===== src/rtl/pb_conditioner_pkg.sv =====
// Package: pb_conditioner_pkg
// Purpose: shared defaults and helper types for the stopwatch push-button
//          front end (pb_conditioner and its pb_debounce sub-module).
// Contents:
//   PB_TICK_DIV / PB_DEB_DEPTH / PB_LONG_TICKS - default parameter values
//                                                (100 MHz clock, 400 Hz sampling)
//   deb_act_e  - what a debounce sample tick does to the debounced level
//   deb_decide - maps the post-shift sample window to a deb_act_e
//   pb_evt_t   - one bit per event channel (start press, clear press, long clear)
package pb_conditioner_pkg;

    localparam int PB_TICK_DIV   = 32'd250000;
    localparam int PB_DEB_DEPTH  = 32'd4;
    localparam int PB_LONG_TICKS = 32'd400;

    typedef enum logic [1:0] {
        DEB_HOLD = 2'd0,
        DEB_SET  = 2'd1,
        DEB_CLR  = 2'd2
    } deb_act_e;

    typedef struct packed {
        logic start;
        logic clr;
        logic long_clr;
    } pb_evt_t;

    // A unanimous window moves the level; anything mixed leaves it alone.
    function automatic deb_act_e deb_decide(input logic all_ones, input logic all_zeros);
        deb_act_e act;
        if (all_ones) begin
            act = DEB_SET;
        end else if (all_zeros) begin
            act = DEB_CLR;
        end else begin
            act = DEB_HOLD;
        end
        return act;
    endfunction

endpackage


===== src/rtl/pb_debounce.sv =====
// Module: pb_debounce
// Purpose: one push-button channel: two-flop synchroniser, DEB_DEPTH-sample
//          shift register clocked by the shared sample tick, debounced level
//          and a registered single-cycle press (0->1) event.
// Ports:
//   clk   in  system clock
//   rst   in  asynchronous active-high reset
//   raw   in  raw button, asynchronous to clk (1 = pressed)
//   tick  in  shared debounce sample strobe
//   lvl   out debounced level (registered)
//   press out one-cycle pulse, one cycle after lvl rises (registered)
module pb_debounce
    import pb_conditioner_pkg::*;
#(
    parameter int DEB_DEPTH = PB_DEB_DEPTH
) (
    input  logic clk,
    input  logic rst,
    input  logic raw,
    input  logic tick,
    output logic lvl,
    output logic press
);

    logic                 sync1_r;
    logic                 sync2_r;
    logic [DEB_DEPTH-1:0] shreg_r;
    logic [DEB_DEPTH-1:0] shreg_nxt_s;
    deb_act_e             act_s;
    logic                 lvl_r;
    logic                 lvl_d_r;
    logic                 press_r;

    // Two-flop synchroniser; the only reader of the raw pin.
    always_ff @(posedge clk or posedge rst) begin
        if (rst) begin
            sync1_r <= 1'b0;
            sync2_r <= 1'b0;
        end else begin
            sync1_r <= raw;
            sync2_r <= sync1_r;
        end
    end

    // Post-shift window and the level decision it implies.
    always_comb begin
        shreg_nxt_s = {shreg_r[DEB_DEPTH-2:0], sync2_r};
        act_s       = deb_decide(&shreg_nxt_s, ~|shreg_nxt_s);
    end

    // Sample window and debounced level advance only on the sample tick.
    always_ff @(posedge clk or posedge rst) begin
        if (rst) begin
            shreg_r <= {DEB_DEPTH{1'b0}};
            lvl_r   <= 1'b0;
        end else if (tick) begin
            shreg_r <= shreg_nxt_s;
            case (act_s)
                DEB_SET: lvl_r <= 1'b1;
                DEB_CLR: lvl_r <= 1'b0;
                default: lvl_r <= lvl_r;
            endcase
        end else begin
            shreg_r <= shreg_r;
            lvl_r   <= lvl_r;
        end
    end

    // Rising-edge detector; releases deliberately produce nothing.
    always_ff @(posedge clk or posedge rst) begin
        if (rst) begin
            lvl_d_r <= 1'b0;
            press_r <= 1'b0;
        end else begin
            lvl_d_r <= lvl_r;
            press_r <= lvl_r & ~lvl_d_r;
        end
    end

    assign lvl   = lvl_r;
    assign press = press_r;

endmodule


===== src/rtl/pb_conditioner.sv =====
// Module: pb_conditioner
// Purpose: stopwatch push-button front end. Debounces start/stop and clear,
//          detects presses, detects a long hold of clear, and hands each event
//          to the consumer as a single pulse on a cycle where cons_en is high.
// Ports:
//   clk            in  system clock
//   rst            in  asynchronous active-high reset
//   pb_start_raw   in  raw start/stop button (1 = pressed)
//   pb_clr_raw     in  raw clear button (1 = pressed)
//   cons_en        in  consumer clock enable; pulses only appear while it is 1
//   start_pulse    out one cycle per start press, coincident with cons_en
//   clr_pulse      out one cycle per clear press, coincident with cons_en
//   long_clr_pulse out one cycle per clear hold of LONG_TICKS ticks
//   start_lvl      out debounced start level
//   clr_lvl        out debounced clear level
module pb_conditioner
    import pb_conditioner_pkg::*;
#(
    parameter int TICK_DIV   = PB_TICK_DIV,
    parameter int DEB_DEPTH  = PB_DEB_DEPTH,
    parameter int LONG_TICKS = PB_LONG_TICKS
) (
    input  logic clk,
    input  logic rst,
    input  logic pb_start_raw,
    input  logic pb_clr_raw,
    input  logic cons_en,
    output logic start_pulse,
    output logic clr_pulse,
    output logic long_clr_pulse,
    output logic start_lvl,
    output logic clr_lvl
);

    localparam int TW = (TICK_DIV > 1) ? $clog2(TICK_DIV) : 1;
    localparam int HW = $clog2(LONG_TICKS + 1);
    localparam logic [TW-1:0] TICK_LAST = TW'(TICK_DIV - 1);
    localparam logic [HW-1:0] HOLD_MAX  = HW'(LONG_TICKS);
    localparam logic [HW-1:0] HOLD_PRE  = HW'(LONG_TICKS - 1);

    logic [TW-1:0] tick_cnt_r;
    logic          tick_s;
    logic          start_lvl_s;
    logic          clr_lvl_s;
    logic          start_press_s;
    logic          clr_press_s;
    logic [HW-1:0] hold_r;
    logic          long_evt_r;
    pb_evt_t       evt_s;
    pb_evt_t       pend_r;
    pb_evt_t       pend_nxt_s;

    assign tick_s = (tick_cnt_r == TICK_LAST);

    // Shared sample-tick divider, wraps after TICK_DIV cycles.
    always_ff @(posedge clk or posedge rst) begin
        if (rst) begin
            tick_cnt_r <= {TW{1'b0}};
        end else if (tick_s) begin
            tick_cnt_r <= {TW{1'b0}};
        end else begin
            tick_cnt_r <= tick_cnt_r + TW'(1);
        end
    end

    pb_debounce #(
        .DEB_DEPTH (DEB_DEPTH)
    ) u_deb_start (
        .clk   (clk),
        .rst   (rst),
        .raw   (pb_start_raw),
        .tick  (tick_s),
        .lvl   (start_lvl_s),
        .press (start_press_s)
    );

    pb_debounce #(
        .DEB_DEPTH (DEB_DEPTH)
    ) u_deb_clr (
        .clk   (clk),
        .rst   (rst),
        .raw   (pb_clr_raw),
        .tick  (tick_s),
        .lvl   (clr_lvl_s),
        .press (clr_press_s)
    );

    // Hold counter: counts ticks seen with clear held, saturating so it
    // cannot wrap and re-fire during a very long hold.
    always_ff @(posedge clk or posedge rst) begin
        if (rst) begin
            hold_r <= {HW{1'b0}};
        end else if (!clr_lvl_s) begin
            hold_r <= {HW{1'b0}};
        end else if (tick_s && (hold_r != HOLD_MAX)) begin
            hold_r <= hold_r + HW'(1);
        end else begin
            hold_r <= hold_r;
        end
    end

    // Long-hold event on the single tick where the counter reaches its ceiling.
    always_ff @(posedge clk or posedge rst) begin
        if (rst) begin
            long_evt_r <= 1'b0;
        end else begin
            long_evt_r <= tick_s & clr_lvl_s & (hold_r == HOLD_PRE);
        end
    end

    // New events always win over a consume in the same cycle, so a press that
    // lands exactly as the previous one is taken is never lost.
    always_comb begin
        evt_s          = '0;
        evt_s.start    = start_press_s;
        evt_s.clr      = clr_press_s;
        evt_s.long_clr = long_evt_r;
        pend_nxt_s     = evt_s | (pend_r & ~{3{cons_en}});
    end

    // Pending-event register per channel.
    always_ff @(posedge clk or posedge rst) begin
        if (rst) begin
            pend_r <= '0;
        end else begin
            pend_r <= pend_nxt_s;
        end
    end

    // Pulses are gated by cons_en combinationally so they line up with the
    // consumer's enabled cycle rather than lagging it by one clock.
    assign start_pulse    = pend_r.start    & cons_en;
    assign clr_pulse      = pend_r.clr      & cons_en;
    assign long_clr_pulse = pend_r.long_clr & cons_en;
    assign start_lvl      = start_lvl_s;
    assign clr_lvl        = clr_lvl_s;

endmodule


===== config.mk =====
export PLATFORM = sky130hd
export DESIGN_NAME = pb_conditioner
export DESIGN_NICKNAME = d
export VERILOG_FILES = /design/src/rtl/pb_conditioner_pkg.sv /design/src/rtl/pb_debounce.sv /design/src/rtl/pb_conditioner.sv
export SDC_FILE = /design/constraint.sdc
export NUM_CORES = 1
export LEC_CHECK = 0
export ABC_CLOCK_PERIOD_IN_PS = 3200
export CORE_MARGIN = 2
export CORE_UTILIZATION = 57
export DETAILED_ROUTE_END_ITERATION = 6
export GPL_ROUTABILITY_DRIVEN = 1
export PLACE_DENSITY = 0.74
export SLEW_MARGIN = 20
export SYNTH_ARGS = -nofsm -noshare
export SYNTH_HDL_FRONTEND = slang
export SYNTH_SLANG_ARGS = --single-unit

===== constraint.sdc =====
create_clock -name clk -period 3.2 [get_ports clk]
set_clock_uncertainty 0.05 [all_clocks]
set_input_delay 0.32 -clock clk [delete_from_list [all_inputs] [get_ports clk]]
set_output_delay 0.32 -clock clk [all_outputs]
set_load 0.05 [all_outputs]

# --- Word-level counts from Yosys, hierarchy flattened ---
# Index checks and enable logic that the tools add are counted.
# W data, S select, Z words.
totals:
  regBits: 47
  in_bits: 5
op_classes:
  addsub: 2
  n_eq_ne: 8
  muxes: 9
  bitwise_logic: 12
  n_reduce_logical: 9
op_table:
  columns: ["operator", "n"]
  rows:
  - ["$add A18 B1 Y18 const B", 1]
  - ["$eq A18 B18 Y1 const B", 1]
  - ["$mux W18", 1]
  - ["$mux W9", 2]
  - ["$add A9 B1 Y9 const B", 1]
  - ["$eq A9 B9 Y1 const B", 1]
  - ["$ne A9 B9 Y1 const B", 1]
  - ["$mux W2", 4]
  - ["$reduce_and A4 Y1", 2]
  - ["$reduce_or A4 Y1", 2]
  - ["$and A1 B1 Y1", 7]
  - ["$eq A2 B1 Y1 const B", 2]
  - ["$eq A2 B2 Y1 const B", 2]
  - ["$pmux W1 S2", 2]
  - ["$reduce_and A2 Y1", 2]
  - ["$reduce_bool A2 Y1", 2]
  - ["$and A3 B3 Y3", 1]
  - ["$not A3 Y3", 1]
  - ["$or A3 B3 Y3", 1]
  - ["$ne A2 B2 Y1 const B", 1]
  - ["$not A1 Y1", 2]
  - ["$logic_and A1 B1 Y1", 1]

# --- Logic depth before layout (Yosys ltp) ---
# Gate-level depths: netlist of run 1.
logic_depth:
  ltp_word: 6
  mapped_depth: 7
  mapped_depth_nobuf: 6

# --- By module ---
# Synthesis of run 1 repeated with hierarchy kept, for this count alone.
unflattened:
  hier_cells: 189
  hier_area_um2: 2152.1
modules_own_cells:
  columns: ["module", "instances", "cells_per_inst", "area_each_um2", "seq_area_each_um2"]
  rows:
  - ["pb_conditioner", 1, 157, 1604.0, 775.7]
  - ["pb_debounce", 2, 16, 274.0, 200.2]

# --- Least setup slack after synthesis of run 1 ---
# OpenSTA, ideal clock, no wires.
synth_path:
  path_type: "flip-flop to flip-flop"
  start: "register tick_cnt_r[5]"
  end: "register u_deb_clr.shreg_r[0]"
  setup_ps: 125
  arrival_time_ps: 1869
  path_slack_ps: 1156
  path_stages_with_launch: 6
  n_path_buf: 1
  synth_period_minus_slack_ps: 2044
  path_cell_list: "dfrtp_1 > or3b_1 > or3_1 > buf_6 > nor2_2 > mux2_2"
synth_via:
  elab_chain_cells: 1
synth_rtl:
  columns: ["item", "line_no", "source"]
  rows:
  - ["start: declaration", "pb_conditioner.sv:41", "logic [TW-1:0] tick_cnt_r;"]
  - ["start signal: assignment", "pb_conditioner.sv:58", "tick_cnt_r <= {TW{1'b0}};"]
  - ["start signal: assignment", "pb_conditioner.sv:60", "tick_cnt_r <= {TW{1'b0}};"]
  - ["start signal: assignment", "pb_conditioner.sv:62", "tick_cnt_r <= tick_cnt_r + TW'(1);"]
  - ["$eq A18 B18 Y1", "pb_conditioner.sv:53", "assign tick_s = (tick_cnt_r == TICK_LAST);"]
  - ["end signal: assignment", "pb_debounce.sv:54", "shreg_r <= {DEB_DEPTH{1'b0}};"]
  - ["end signal: assignment", "pb_debounce.sv:57", "shreg_r <= shreg_nxt_s;"]
  - ["end signal: assignment", "pb_debounce.sv:64", "shreg_r <= shreg_r;"]
  - ["end: declaration", "pb_debounce.sv:27", "logic [DEB_DEPTH-1:0] shreg_r;"]
# No other way between the ends.
# A chain may end at the register's enable or synchronous reset.

# --- Final worst setup path of run 1 ---
layout_path:
  start: "register tick_cnt_r[5]"
  end: "register u_deb_start.shreg_r[2]"
layout_via:
  elab_chain_cells: 1
layout_rtl:
  columns: ["item", "line_no"]
  rows:
  - ["$eq A18 B18 Y1", "pb_conditioner.sv:53"]
  - ["end signal: assignment", "pb_debounce.sv:54"]
  - ["end signal: assignment", "pb_debounce.sv:57"]
  - ["end signal: assignment", "pb_debounce.sv:64"]
  - ["end: declaration", "pb_debounce.sv:27"]
# No other way between the ends.

==> results.sh, run 1 <==
export IMPL_fmax_mhz=435
export IMPL_drtPass1Iterations=4
export IMPL_min_path_type="reg -> reg"
export IMPL_numCtsBuffers=5
export IMPL_antennaDiodeCount=0
export IMPL_grt_max_degree=33
export IMPL_yosys_area_share_adder_pct=1.76
export IMPL_cts_repair_resized=0
export IMPL_status="finished, final reports clean"
export IMPL_tns_ns=0
export IMPL_clk_pin_slew_ns=0.08
export IMPL_netlist_area_leader_share_pct=55.1
export IMPL_cts_tree="built"
export IMPL_yosys_area_top_type="dfrtp_1"
export IMPL_die_h_um=65.2
export IMPL_async_reset_ff_share_pct=100
export IMPL_ys_seq_area_share_pct=55.1
export IMPL_cap_violations=0
export IMPL_row_count=22
export IMPL_synthSimpleGateAreaFrac_pct=23.4
export IMPL_cp_arrival_ns=2.43
export IMPL_cpPeakStageDelay_ns=0.52
export IMPL_slew_violations=0
export IMPL_fin_nets=215
export IMPL_drc=0
export IMPL_layout_drive_gt1_share_pct=10.1
export IMPL_ys_warn_count=0
export IMPL_avgViaCountPerCell=5.77
export IMPL_rsz0062_at_grt="no"
export IMPL_synthCells=193
export IMPL_postCtsSetupBuffers=0
export IMPL_track_usage_pct=20.8
export IMPL_insertion_delay_ns=0.30
export IMPL_synth_top_family_by_area="simple AND/OR/NAND/NOR gates"
export IMPL_synth_xor_area_share_pct=4.92
export IMPL_cp_cell_sequence="or3b_1 > or3_1 > nor2_2 > mux2_2"
export IMPL_vias=1478
export IMPL_place_hpwl_um=2680
export IMPL_hold_violations=0
export IMPL_core_area_sq_mm=0.00363
export IMPL_synth_mux_area_share_pct=7.38
export IMPL_p_per_area_mw_per_mm2=419
export IMPL_slew_headroom_pct=51.7
export IMPL_r2r_cells=4
export IMPL_fillers=297
export IMPL_finalSetupViolCount=0
export IMPL_synthFlopType="dfrtp_1"
export IMPL_grt_pass1_wl_um=6690
export IMPL_initial_core_util_pct=58.8
export IMPL_worst_path_max_delay_cell="or3_1"
export IMPL_cts_sinks=47
export IMPL_synth_avg_cell_area_sq_um=11.1
export IMPL_grt_overflow=0
export IMPL_synth_edf_count=0
export IMPL_cts_hold_buffers=0
export IMPL_leakage_nw=1.07
export IMPL_grt_pass1_vias=1451
export IMPL_pin_count=10
export IMPL_fp_dieW_um=65.2
export IMPL_synth_cell_area_sq_mm=0.00214
export IMPL_drt_initial_drc_count=79
export IMPL_io_buffers=9
export IMPL_netlist_top_cells_area="dfrtp_1 55%, mux2i_1 4.2%, nand2_1 3.3%"
export IMPL_wl_per_cell_um=14.5
export IMPL_worst_setup_path_start_kind="register"
export IMPL_period_share_pct=71.8
export IMPL_yosysUniqueCellTypes=38
export IMPL_end_kind="register"
export IMPL_syn_nets=201
export IMPL_die_area_sq_mm=0.00425
export IMPL_critical_path_max_fanout=10
export IMPL_worstSetupPathType="reg -> reg"
export IMPL_worst_pin_slew_ns=0.718
export IMPL_cts_root_buf="clkbuf_8"
export IMPL_required_ns=3.33
export IMPL_area_delta_synth_final_pct=11.1
export IMPL_hold_path_depth=0
export IMPL_antenna_found_initial=0
export IMPL_cts_buffer_depth=2
export IMPL_postRouteAntennaNets=0
export IMPL_gp_congestion=0.847
export IMPL_drt_total_wl_um=3720
export IMPL_ir_worst_vdd_mv=0.339
export IMPL_layout_min_cycle_time_ns=2.30
export IMPL_cts_max_level=2
export IMPL_ys_ff_latch=47
export IMPL_whs_ns=0.306
export IMPL_synth_compound_area_share_pct=4.92
## cell usage after synthesis, types with 4 or more instances
library cell and n:
dfrtp_1 47, nand2_1 19, nand3_1 14, mux2i_1 9
nor2_1 8, xor2_1 8, and3_1 6, mux2_2 6
and2_1 5, inv_1 5, nand2b_1 5, nor3_1 5
nor4_1 5, xnor2_1 4
## per-layer routing
metal | up-vias | global-route usage, % | part of all wire, %
met2 | 28 | 32.1 | 48
met5 | - | 0 | 0
met1 | 736 | 28.0 | 46
met4 | 0 | 8.85 | 1.6
li1 | 706 | - | -
met3 | 8 | 5.14 | 3.8
## worst max-delay path, delay by kind of cell (launching register included)
kind,cells,cell delay [ns]
DFF,1,0.42
and+or+nand+nor,3,1.34
muxes,1,0.38
## metrics by stage
stage / util [%] / setup WS (ns) / instances / instance area (sq um) / power (mW)
5_1_grt: 65.3 / 0.753 / 256 / 2370 / 1.03
3_5_place_dp: 62.6 / 0.886 / 248 / 2270 / 0.629
4_1_cts: 65.3 / 0.868 / 256 / 2370 / 1.01
3_3_place_gp: 62.6 / 0.979 / 248 / 2270 / 0.628
2_1_floorplan: - / 1.16 / 193 / 2140 / 0.619
6_report: 65.3 / 0.901 / 256 / 2370 / 0.994
## state kept, by name, summed over array words and instances, names as in the netlist, 3 cells and up
register	flops
u_deb_start.shreg_r	3
hold_r	9
pend_r	3
u_deb_clr.shreg_r	3
tick_cnt_r	18
## cell usage in the layout (no fill, tap or decap), types with 6 or more instances in the layout
cell             Yosys  routed
clkbuf_8             0       7
nand2_1             19      19
mux2_2               6       6
xor2_1               8       8
clkdlybuf4s50_1      0       9
and3_1               6       6
dfrtp_1             47      47
nor2_1               8       8
nand3_1             14      14
mux2i_1              9       9
## final cells by class
class	count	area [sq um]	area share, %
multi-input cells	136	906	38.2
repair buffers	12	113	4.74
well taps	48	60.1	2.53
inverters	5	18.8	0.791
flip-flops and latches	47	1180	49.6
clock buffers	8	100	4.22
## kinds of logic (layout without fill, tap and decap cells)
| logic type | Yosys count | in the layout |
|---|---|---|
| AO/OA/AOI/OAI | 16 | 16 |
| multiplexers | 15 | 15 |
| buffers and inverters | 10 | 25 |
| AND/OR/NAND/NOR | 90 | 90 |
| XOR/XNOR | 12 | 12 |
| flip-flops | 47 | 47 |
| adder cells (fa/ha/maj) | 3 | 3 |
## where the power goes
part           total (mW)  leakage [nW]  internal (mW)  switching [mW]
Clock               0.377        0.0515          0.197           0.180
Combinational      0.0190         0.384        0.00594          0.0131
Sequential          0.597         0.633          0.596         0.00127
## final timing paths
check	start	end	slack, ns
worst max-delay path	tick_cnt_r[5]	u_deb_start.shreg_r[2]	0.90
worst min-delay path	u_deb_start.sync1_r	u_deb_start.sync2_r	0.31
worst max register to register	tick_cnt_r[5]	u_deb_start.shreg_r[2]	0.90
worst min register to register	u_deb_start.sync1_r	u_deb_start.sync2_r	0.31
max in group asynchronous	rst	hold_r[6]	2.07
min in group asynchronous	rst	tick_cnt_r[15]	0.37
No activity file was read; power rests on OpenSTA's default activity.
==> run 2, diff against run 1 <==
--- a/config.mk
+++ b/config.mk
@@ -5,12 +5,12 @@
 export SDC_FILE = /design/constraint.sdc
 export NUM_CORES = 1
 export LEC_CHECK = 0
-export ABC_CLOCK_PERIOD_IN_PS = 3200
+export ABC_CLOCK_PERIOD_IN_PS = 2100
 export CORE_MARGIN = 2
-export CORE_UTILIZATION = 57
+export CORE_UTILIZATION = 53
 export DETAILED_ROUTE_END_ITERATION = 6
 export GPL_ROUTABILITY_DRIVEN = 1
-export PLACE_DENSITY = 0.74
+export PLACE_DENSITY = 0.72
 export SLEW_MARGIN = 20
 export SYNTH_ARGS = -nofsm -noshare
 export SYNTH_HDL_FRONTEND = slang
==> constraint.sdc (replaced) <==
create_clock -name clk -period 2.1 [get_ports clk]
set_clock_uncertainty 0.05 [all_clocks]
set_input_delay 0.21 -clock clk [delete_from_list [all_inputs] [get_ports clk]]
set_output_delay 0.21 -clock clk [all_outputs]
set_load 0.05 [all_outputs]
==> results.sh, run 2 (synthesis gave the netlist of run 1 again) <==
export IMPL_die_area_sq_mm=0.00455
export IMPL_grt_pass1_vias=1493
export IMPL_cts_max_level=2
export IMPL_layout_drive_gt1_share_pct=18.1
export IMPL_cts_hold_buffers=0
export IMPL_antennaDiodeCount=0
export IMPL_min_path_type="in -> reg"
export IMPL_track_usage_pct=19.7
export IMPL_regArea_sq_mm=0.00118
export IMPL_reg_largest_list="tick_cnt_r (18), hold_r (9)"
export IMPL_regMostFlops="tick_cnt_r"
export IMPL_leakage_nw=1.15
export IMPL_insertion_delay_ns=0.30
export IMPL_multi_input_area_sq_um=962
export IMPL_grt_max_degree=48
export IMPL_cts_buffer_depth=2
export IMPL_antenna_found_initial=0
export IMPL_drt_initial_drc_count=78
export IMPL_area_delta_synth_final_pct=16.2
export IMPL_grt_pass1_wl_um=6530
export IMPL_rsz0062_at_grt="no"
export IMPL_worstSetupPathType="reg -> reg"
export IMPL_fin_nets=222
export IMPL_postRouteAntennaNets=0
export IMPL_slew_violations=0
export IMPL_pin_count=10
export IMPL_wl_per_cell_um=14.7
export IMPL_place_ws_ns=-0.0265
export IMPL_ir_worst_vdd_mv=0.414
export IMPL_final_cells=265
export IMPL_drc=0
export IMPL_row_count=23
export IMPL_p_per_area_mw_per_mm2=618
export IMPL_die_h_um=67.5
export IMPL_avgViaCountPerCell=5.58
export IMPL_place_inst=257
export IMPL_postCtsSetupBuffers=0
export IMPL_clk_pin_slew_ns=0.08
export IMPL_hold_violations=0
export IMPL_gp_congestion=0.791
export IMPL_cts_tree="built"
export IMPL_drtPass1Iterations=4
export IMPL_critical_path_max_fanout=5
export IMPL_worst_pin_slew_ns=0.584
export IMPL_fillers=317
export IMPL_cap_violations=0
export IMPL_numCtsBuffers=5
export IMPL_setup_slack_ns=0.0715
export IMPL_core_area_sq_mm=0.00394
export IMPL_io_buffers=9
export IMPL_finalSetupViolCount=0
export IMPL_cts_root_buf="clkbuf_8"
export IMPL_worst_setup_path_start_kind="register"
export IMPL_grt_overflow=0
export IMPL_status="finished, final reports clean"
export IMPL_vias=1479
export IMPL_final_cell_mix="47 x dfrtp_1, 19 x nand2_1, 14 x nand3_1"
export IMPL_period_share_pct=96.6
export IMPL_required_ns=2.28
export IMPL_drt_total_wl_um=3900
export IMPL_end_kind="register"
export IMPL_place_hpwl_um=2650
export IMPL_slew_headroom_pct=61.0
export IMPL_fmax_mhz=493
export IMPL_fp_dieW_um=67.5
export IMPL_cts_sinks=47
export IMPL_largest_reg_flops=18
export IMPL_layout_min_cycle_time_ns=2.03
export IMPL_tns_ns=0
export IMPL_initial_core_util_pct=54.2
export IMPL_layout_commonest_cell="dfrtp_1"
export IMPL_cp_arrival_ns=2.21
export IMPL_p_total_mw=1.53
run 2: cell count changes in the layout (fill, tap and decap cells not counted), moves of 2 or more:
cell and change:
nor4b_1 -2, nor4_4 +2, buf_4 +10, clkdlybuf4s50_1 -4
nor4b_2 +2, nor4_1 -3
run 2: critical path, stage by stage, from the launching register on:
cell and delay (ns):
dfrtp_1 0.38, or3b_1 0.39, or3_4 0.42, buf_4 0.18, nor4_2 0.30, mux2i_1 0.23
run 2: final timing paths:
check | slack (ns) | to | depth (start not counted) | start
min | 0.29 | u_deb_start.sync1_r | 1 | pb_start_raw
max reg2reg | 0.07 | hold_r[8] | 5 | tick_cnt_r[5]
max in group asynchronous | 1.30 | hold_r[4] | 3 | rst
min in group asynchronous | 0.31 | tick_cnt_r[0] | 3 | rst
min reg2reg | 0.31 | u_deb_start.sync2_r | 0 | u_deb_start.sync1_r
max | 0.07 | hold_r[8] | 5 | tick_cnt_r[5]
run 2: per-stage QoR:
stage               util, %  hold slack (ns)  cell area (sq um)
floorplan                 -            0.191               2140
global placement       58.8            0.289               2320
detailed placement     58.8            0.287               2320
CTS                    61.8            0.282               2430
global route           63.0            0.287               2480
finish                 63.0            0.288               2480
run 2: where the power goes:
group	switching, mW	internal, mW	leakage [nW]
Clock	0.296	0.299	0.0505
Combinational	0.0199	0.00901	0.461
Sequential	0.00195	0.908	0.633
run 2: final cells by class:
class                   instances  share of cell area [%]
flip-flops and latches         47                    47.4
multi-input cells             136                    38.8
repair buffers                 19                    6.40
clock buffers                   7                    3.88
well taps                      50                    2.52
inverters                       5                   0.756
clock inverters                 1                   0.302
run 2: timing repair:
item,CTS,global route
pin swaps,0,0
resized for setup,2,8
setup endpoints to repair,2,11
run 2: per-layer routing:
layer  track usage, %  vias to the layer above  part of all wire [%]
li1                 -                      723                     -
met1             23.7                      726                    46
met2             32.5                       23                    49
met3             6.00                        7                   3.6
met4             8.67                        0                   1.6
met5                0                        -                     0
